File: src/rtl/axi4_stream_if.sv
// AXI4-Stream bundle shared by the video pipeline blocks.
interface axi4_stream_if #(
    parameter int TDATA_WIDTH = 8
);
    localparam int KW = (TDATA_WIDTH + 7) / 8;

    logic                   tvalid;
    logic                   tready;
    logic [TDATA_WIDTH-1:0] tdata;
    logic                   tuser;
    logic                   tlast;
    logic [KW-1:0]          tkeep;
    logic [KW-1:0]          tstrb;
    logic [3:0]             tid;
    logic [3:0]             tdest;

    modport master (
        output tvalid, tdata, tuser, tlast, tkeep, tstrb, tid, tdest,
        input  tready
    );

    modport slave (
        input  tvalid, tdata, tuser, tlast, tkeep, tstrb, tid, tdest,
        output tready
    );
endinterface

File: src/rtl/grad_combiner.sv
// grad_combiner: joins two gradient pixel streams beat-for-beat, checks
// tuser/tlast alignment and emits the saturated sum through two register
// stages. Optional macro GRAD_COMBINER_THRESHOLD_EN binarizes the output
// against threshold_i.
module grad_combiner #(
    parameter int PX_WIDTH    = 8,
    parameter int TDATA_WIDTH = 8
) (
    input  logic          clk_i,
    input  logic          rst_i,
    axi4_stream_if.slave  video_a_i,
    axi4_stream_if.slave  video_b_i,
    axi4_stream_if.master video_o,
    input  logic          clear_i,
`ifdef GRAD_COMBINER_THRESHOLD_EN
    input  logic [PX_WIDTH-1:0] threshold_i,
`endif
    output logic          desync_o
);

    typedef enum logic {SYNC_WAIT, RUN} state_t;

    state_t state, state_n;

    logic                accept, mismatch, load_s1;
    logic                s1_valid, s1_ready, s1_user, s1_last;
    logic [PX_WIDTH:0]   s1_sum;
    logic                s2_valid, s2_ready, s2_user, s2_last;
    logic [PX_WIDTH-1:0] s2_px, sat_px, s2_px_n;

    // Sideband fields the block does not use.
    logic unused_inputs;
    assign unused_inputs = ^{video_a_i.tid, video_a_i.tdest, video_a_i.tkeep,
                             video_a_i.tstrb, video_a_i.tdata,
                             video_b_i.tid, video_b_i.tdest, video_b_i.tkeep,
                             video_b_i.tstrb, video_b_i.tdata};

    assign s2_ready = !s2_valid || video_o.tready;
    assign s1_ready = !s1_valid || s2_ready;

    // State register.
    always_ff @(posedge clk_i or posedge rst_i) begin
        if (rst_i) state <= SYNC_WAIT;
        else       state <= state_n;
    end

    // Next state and input handshakes: drop to SOF independently while
    // resyncing, then consume pairs jointly and check their framing.
    always_comb begin
        state_n           = state;
        accept            = 1'b0;
        mismatch          = 1'b0;
        video_a_i.tready  = 1'b0;
        video_b_i.tready  = 1'b0;
        case (state)
            SYNC_WAIT: begin
                video_a_i.tready = video_a_i.tvalid && !video_a_i.tuser;
                video_b_i.tready = video_b_i.tvalid && !video_b_i.tuser;
                if (video_a_i.tvalid && video_a_i.tuser &&
                    video_b_i.tvalid && video_b_i.tuser)
                    state_n = RUN;
            end
            RUN: begin
                accept           = video_a_i.tvalid && video_b_i.tvalid && s1_ready;
                video_a_i.tready = accept;
                video_b_i.tready = accept;
                mismatch         = accept &&
                                   ((video_a_i.tuser != video_b_i.tuser) ||
                                    (video_a_i.tlast != video_b_i.tlast));
                if (mismatch) state_n = SYNC_WAIT;
            end
            default: state_n = SYNC_WAIT;
        endcase
    end

    assign load_s1 = accept && !mismatch;

    // Stage 1: widened sum plus framing taken from stream a.
    always_ff @(posedge clk_i or posedge rst_i) begin
        if (rst_i) begin
            s1_valid <= 1'b0;
            s1_sum   <= '0;
            s1_user  <= 1'b0;
            s1_last  <= 1'b0;
        end else if (s1_ready) begin
            s1_valid <= load_s1;
            if (load_s1) begin
                s1_sum  <= {1'b0, video_a_i.tdata[PX_WIDTH-1:0]} +
                           {1'b0, video_b_i.tdata[PX_WIDTH-1:0]};
                s1_user <= video_a_i.tuser;
                s1_last <= video_a_i.tlast;
            end
        end
    end

    assign sat_px = s1_sum[PX_WIDTH] ? '1 : s1_sum[PX_WIDTH-1:0];
`ifdef GRAD_COMBINER_THRESHOLD_EN
    assign s2_px_n = (sat_px >= threshold_i) ? '1 : '0;
`else
    assign s2_px_n = sat_px;
`endif

    // Stage 2: saturated (or binarized) pixel; holds while the sink stalls.
    always_ff @(posedge clk_i or posedge rst_i) begin
        if (rst_i) begin
            s2_valid <= 1'b0;
            s2_px    <= '0;
            s2_user  <= 1'b0;
            s2_last  <= 1'b0;
        end else if (s2_ready) begin
            s2_valid <= s1_valid;
            if (s1_valid) begin
                s2_px   <= s2_px_n;
                s2_user <= s1_user;
                s2_last <= s1_last;
            end
        end
    end

    // Sticky misalignment flag; a new mismatch wins over clear.
    always_ff @(posedge clk_i or posedge rst_i) begin
        if (rst_i)         desync_o <= 1'b0;
        else if (mismatch) desync_o <= 1'b1;
        else if (clear_i)  desync_o <= 1'b0;
    end

    assign video_o.tvalid = s2_valid;
    assign video_o.tdata  = TDATA_WIDTH'(s2_px);
    assign video_o.tuser  = s2_user;
    assign video_o.tlast  = s2_last;
    assign video_o.tkeep  = '1;
    assign video_o.tstrb  = '1;
    assign video_o.tid    = '0;
    assign video_o.tdest  = '0;

endmodule

File: src/flat_wrapper.sv
// flat-port wrapper written by rule: the top's interface ports become plain ports
module grad_combiner_flat 
#(
    parameter int PX_WIDTH    = 8,
    parameter int TDATA_WIDTH = 8
)
  (clk_i, rst_i, clear_i, desync_o, video_a_i_tvalid, video_a_i_tdata, video_a_i_tuser, video_a_i_tlast, video_a_i_tkeep, video_a_i_tstrb, video_a_i_tid, video_a_i_tdest, video_a_i_tready, video_b_i_tvalid, video_b_i_tdata, video_b_i_tuser, video_b_i_tlast, video_b_i_tkeep, video_b_i_tstrb, video_b_i_tid, video_b_i_tdest, video_b_i_tready, video_o_tvalid, video_o_tdata, video_o_tuser, video_o_tlast, video_o_tkeep, video_o_tstrb, video_o_tid, video_o_tdest, video_o_tready);
  axi4_stream_if #(.TDATA_WIDTH(TDATA_WIDTH)) video_a_i_i ();
  axi4_stream_if #(.TDATA_WIDTH(TDATA_WIDTH)) video_b_i_i ();
  axi4_stream_if #(.TDATA_WIDTH(TDATA_WIDTH)) video_o_i ();
  input  logic clk_i;
  input  logic rst_i;
  input  logic clear_i;
  output logic desync_o;
  input wire logic [$bits(video_a_i_i.tvalid)-1:0] video_a_i_tvalid;
  input wire logic [$bits(video_a_i_i.tdata)-1:0] video_a_i_tdata;
  input wire logic [$bits(video_a_i_i.tuser)-1:0] video_a_i_tuser;
  input wire logic [$bits(video_a_i_i.tlast)-1:0] video_a_i_tlast;
  input wire logic [$bits(video_a_i_i.tkeep)-1:0] video_a_i_tkeep;
  input wire logic [$bits(video_a_i_i.tstrb)-1:0] video_a_i_tstrb;
  input wire logic [$bits(video_a_i_i.tid)-1:0] video_a_i_tid;
  input wire logic [$bits(video_a_i_i.tdest)-1:0] video_a_i_tdest;
  output wire logic [$bits(video_a_i_i.tready)-1:0] video_a_i_tready;
  input wire logic [$bits(video_b_i_i.tvalid)-1:0] video_b_i_tvalid;
  input wire logic [$bits(video_b_i_i.tdata)-1:0] video_b_i_tdata;
  input wire logic [$bits(video_b_i_i.tuser)-1:0] video_b_i_tuser;
  input wire logic [$bits(video_b_i_i.tlast)-1:0] video_b_i_tlast;
  input wire logic [$bits(video_b_i_i.tkeep)-1:0] video_b_i_tkeep;
  input wire logic [$bits(video_b_i_i.tstrb)-1:0] video_b_i_tstrb;
  input wire logic [$bits(video_b_i_i.tid)-1:0] video_b_i_tid;
  input wire logic [$bits(video_b_i_i.tdest)-1:0] video_b_i_tdest;
  output wire logic [$bits(video_b_i_i.tready)-1:0] video_b_i_tready;
  output wire logic [$bits(video_o_i.tvalid)-1:0] video_o_tvalid;
  output wire logic [$bits(video_o_i.tdata)-1:0] video_o_tdata;
  output wire logic [$bits(video_o_i.tuser)-1:0] video_o_tuser;
  output wire logic [$bits(video_o_i.tlast)-1:0] video_o_tlast;
  output wire logic [$bits(video_o_i.tkeep)-1:0] video_o_tkeep;
  output wire logic [$bits(video_o_i.tstrb)-1:0] video_o_tstrb;
  output wire logic [$bits(video_o_i.tid)-1:0] video_o_tid;
  output wire logic [$bits(video_o_i.tdest)-1:0] video_o_tdest;
  input wire logic [$bits(video_o_i.tready)-1:0] video_o_tready;
  assign video_a_i_i.tvalid = video_a_i_tvalid;
  assign video_a_i_i.tdata = video_a_i_tdata;
  assign video_a_i_i.tuser = video_a_i_tuser;
  assign video_a_i_i.tlast = video_a_i_tlast;
  assign video_a_i_i.tkeep = video_a_i_tkeep;
  assign video_a_i_i.tstrb = video_a_i_tstrb;
  assign video_a_i_i.tid = video_a_i_tid;
  assign video_a_i_i.tdest = video_a_i_tdest;
  assign video_a_i_tready = video_a_i_i.tready;
  assign video_b_i_i.tvalid = video_b_i_tvalid;
  assign video_b_i_i.tdata = video_b_i_tdata;
  assign video_b_i_i.tuser = video_b_i_tuser;
  assign video_b_i_i.tlast = video_b_i_tlast;
  assign video_b_i_i.tkeep = video_b_i_tkeep;
  assign video_b_i_i.tstrb = video_b_i_tstrb;
  assign video_b_i_i.tid = video_b_i_tid;
  assign video_b_i_i.tdest = video_b_i_tdest;
  assign video_b_i_tready = video_b_i_i.tready;
  assign video_o_tvalid = video_o_i.tvalid;
  assign video_o_tdata = video_o_i.tdata;
  assign video_o_tuser = video_o_i.tuser;
  assign video_o_tlast = video_o_i.tlast;
  assign video_o_tkeep = video_o_i.tkeep;
  assign video_o_tstrb = video_o_i.tstrb;
  assign video_o_tid = video_o_i.tid;
  assign video_o_tdest = video_o_i.tdest;
  assign video_o_i.tready = video_o_tready;
  grad_combiner #(.PX_WIDTH(PX_WIDTH), .TDATA_WIDTH(TDATA_WIDTH)) u_core (.clk_i(clk_i), .rst_i(rst_i), .video_a_i(video_a_i_i), .video_b_i(video_b_i_i), .video_o(video_o_i), .clear_i(clear_i), .desync_o(desync_o));
endmodule
File: config.mk
export PLATFORM = sky130hd
export DESIGN_NAME = grad_combiner_flat
export DESIGN_NICKNAME = d
export VERILOG_FILES = /design/src/rtl/axi4_stream_if.sv /design/src/rtl/grad_combiner.sv /design/src/flat_wrapper.sv
export SDC_FILE = /design/constraint.sdc
export NUM_CORES = 1
export LEC_CHECK = 0
export BUFFER_PORTS_ARGS = -buffer_cell sky130_fd_sc_hd__buf_2
export CAP_MARGIN = 40
export CELL_PAD_IN_SITES_DETAIL_PLACEMENT = 1
export CELL_PAD_IN_SITES_GLOBAL_PLACEMENT = 2
export CORE_ASPECT_RATIO = 2
export CORE_UTILIZATION = 26
export DETAILED_ROUTE_END_ITERATION = 16
export PLACE_DENSITY = 0.77
export SLEW_MARGIN = 20
export SYNTH_ARGS = -nofsm -noshare
export SYNTH_HDL_FRONTEND = slang
export SYNTH_SLANG_ARGS = --single-unit
File: constraint.sdc
create_clock -name clk_i -period 1.5 [get_ports clk_i]
set_clock_uncertainty 0.05 [all_clocks]
set_input_delay 0.3 -clock clk_i [delete_from_list [all_inputs] [get_ports clk_i]]
set_output_delay 0.3 -clock clk_i [all_outputs]
set_load 0.02 [all_outputs]
==> run metrics <==
post-synthesis xor/xnor area fraction 0.0366; crit end category register; Top-Level Pins 70; Fin. Hold Viols 0; Storage cell area 626 sq um; Worst Hold Class in -> async; die footprint 0.00583 sq mm; starting density of the core 0.274; fin crit period 1600 ps; failing checks negative setup slack; via count 1237; Max-Cap Viols 0; Die H 107 um; Sink Count 25; crit path launch type input port; fillers 616; count of cell types in the netlist 36; final cycle utilization of the critical path 1.07; cells on worst reg2reg path 6; CP max stage cell fa_2; routability cong. 0.674; cell family with most CP delay compound AO/OA/AOI/OAI gates; R2R setup slack 50 ps; FF-to-FF End u_core.s1_sum[4]$_DFFE_PP0P_; Final #Nets 268; Crit Path Category in -> reg; crit path launch video_b_i_tdata[0]; largest family of logic cells by synthesized area compound AO/OA/AOI/OAI gates; CP bufs+invs 1; Synth Area in Simple Gates 0.168; outcome finished, violations left; Total Routing Usage GR 0.120; 1st-iter DRT viols 2; # port buffers 39; Routed wire per std cell 12.7 um; largest net degree at the start of global routing 26; Yosys reg bits 25; site row count 37; die span in x 54.5 um; clock buffers created by TritonCTS 3; first-pass GRT wire length 5.20 mm; Worst Setup EP u_core.s1_sum[6]$_DFFE_PP0P_; pwr dens 1310 mW/mm^2; drt drc 0; Critical Path AT 1720 ps; HPWL after detailed placement 2.51 mm; Seq/Total Area, Yosys 0.436; P_leak 1.07 nW; Core Region 0.00523 sq mm; Antenna diodes 0; clock root buffer clkbuf_8; CP Depth 8; CP cell instances buf_6 > ha_4 > fa_2 > a21o_1 > o21ba_4 > o31ai_4 > xor2_1 > o21ai_2; Vias/cell 4.58; required time worst endpoint 1620 ps; hold buffer count at cts 0; post-route ant nets 0; YS warnings 0; Final setup viols 4; CP max stage delay 330 ps; Gate Count Post-Synth 147; clk_lat worst skew 270 ps; GR Overflow Total 0; initial antenna violation count 0; Worst R2R Start u_core.s1_valid$_DFFE_PP0P_; Synth Area in Adders 0.0838; Final Routed Wirelength 3.42 mm; vias in the first global route 1217; clock tree from TritonCTS built; commonest cells after routing, fill and taps aside 35 x buf_2, 25 x dfrtp_1, 23 x buf_4; Fmax 624 MHz; commonest non-fill, non-tap cell in the layout buf_2; Synth Area in Compound Gates 0.171; Initial DRT Pass Iterations 2; RSZ-0062 raised after global routing yes; Max clock buf depth 2; multi-input logic area 813 sq um; Peak VDD IR 0.646 mV; clock transition at the registers of the reported paths 90 ps; setup TNS -335 ps; Avg Inst Size Synth 9.75 sq um; htree depth 1; Final WS setup -101 ps; Crit Path Max Fanout 2; pre-CTS WS -500 ps; synth-to-layout area growth 43.8%; fraction of layout cells with a size suffix above 1 0.429; Netlist Area Pre-Place 0.00143 sq mm; Slew Viols, Final 0; mux contribution to synthesized area 0.0157
routing by layer:
metal  part of all wire  GRT usage  vias up
met1               0.36      0.119      579
met3              0.046     0.0156        5
met2               0.58      0.235       40
met5                  0          0        -
met4              0.011     0.0330        0
li1                   -          -      613
what timing repair did:
item,4_1_cts,5_1_grt
endpoints found under the setup margin,6,16
pin swaps,8,6
setup buffers,7,1
gates resized for setup,10,13
gates cloned,0,2
power breakdown:
group	leakage [nW]	internal, mW	switching, mW
combinational	0.737	0.507	0.635
clock	0.0255	0.186	0.215
sequential	0.309	0.963	0.188
area by class of cell:
type	count	share of cell area
Tap cell	58	0.0352
Timing Repair Buffer	68	0.241
Multi-Input combinational cell	113	0.394
Clock inverter	1	0.00243
Inverter	2	0.00364
Clock buffer	3	0.0200
Sequential cell	25	0.303
flip-flops by register name, indices dropped and copies added (netlist names):
name                   flops
u_core.s1_valid            1
u_core.video_o.tuser       1
u_core.s1_sum              9
u_core.s1_user             1
u_core.video_o.tvalid      1
u_core.video_o.tdata       8
u_core.state               1
u_core.video_o.tlast       1
u_core.desync_o            1
u_core.s1_last             1
tightest hold or removal path, cell delays in order:
cell and delay, ps:
buf_2 90, inv_1 40, buf_4 300
Yosys cell counts:
library cell / count / area share
a41oi_1: 1 / 0.0061
buf_6: 2 / 0.016
a21o_1: 2 / 0.010
nor3_2: 1 / 0.0070
nand4_4: 1 / 0.015
o311a_1: 1 / 0.0070
buf_2: 2 / 0.0070
a2111o_1: 1 / 0.0079
dfrtp_1: 25 / 0.44
nand3b_2: 1 / 0.0079
mux2_1: 2 / 0.016
o21ai_2: 3 / 0.018
o22ai_1: 2 / 0.0087
nor2_1: 21 / 0.055
inv_1: 2 / 0.0052
ha_1: 8 / 0.070
o21ba_1: 1 / 0.0070
o31ai_1: 2 / 0.010
o21ai_0: 2 / 0.0070
or2_1: 1 / 0.0044
conb_1: 2 / 0.0052
o21a_1: 1 / 0.0052
nand2b_1: 4 / 0.017
and2_1: 1 / 0.0044
buf_1: 1 / 0.0026
xor2_1: 5 / 0.031
nand2_1: 22 / 0.058
o21ai_1: 2 / 0.0070
o31ai_4: 1 / 0.015
fa_1: 1 / 0.014
a21oi_1: 10 / 0.035
xnor2_1: 1 / 0.0061
o211ai_1: 1 / 0.0052
buf_4: 10 / 0.052
a211oi_1: 3 / 0.016
o21bai_1: 1 / 0.0052
how the worst min path moves through the flow:
stage                                               end  cells past startpoint
floorplan                   u_core.desync_o$_DFFE_PP0P_                      1
global placement       u_core.video_o.tlast$_DFFE_PP0P_                      3
detailed placement           u_core.s1_last$_DFFE_PP0P_                      3
CTS                          u_core.s1_last$_DFFE_PP0P_                      3
global route        u_core.video_o.tdata[4]$_DFFE_PP0P_                      3
finish                       u_core.s1_last$_DFFE_PP0P_                      3
cell families (layout without fill, tap and decap cells):
kind of cell | count (synthesis) | in the layout
compound gates | 34 | 34
xor+xnor | 6 | 6
fa+ha+maj | 9 | 9
buf+inv | 17 | 74
flops | 25 | 25
mux | 2 | 2
other cells | 2 | 10
simple gates | 52 | 52
through the flow:
step	hold WS (ps)	utilization	instance area, sq um	power (mW)	std cells
3_3_place_gp	316	0.346	1810	2.17	256
4_1_cts	20.3	0.373	1950	2.66	267
2_1_floorplan	277	-	1500	1.85	155
5_1_grt	50.6	0.394	2060	2.93	270
6_report	8.93	0.394	2060	2.69	270
3_5_place_dp	318	0.346	1810	2.21	256
No activity file was read; power rests on OpenSTA's default activity.
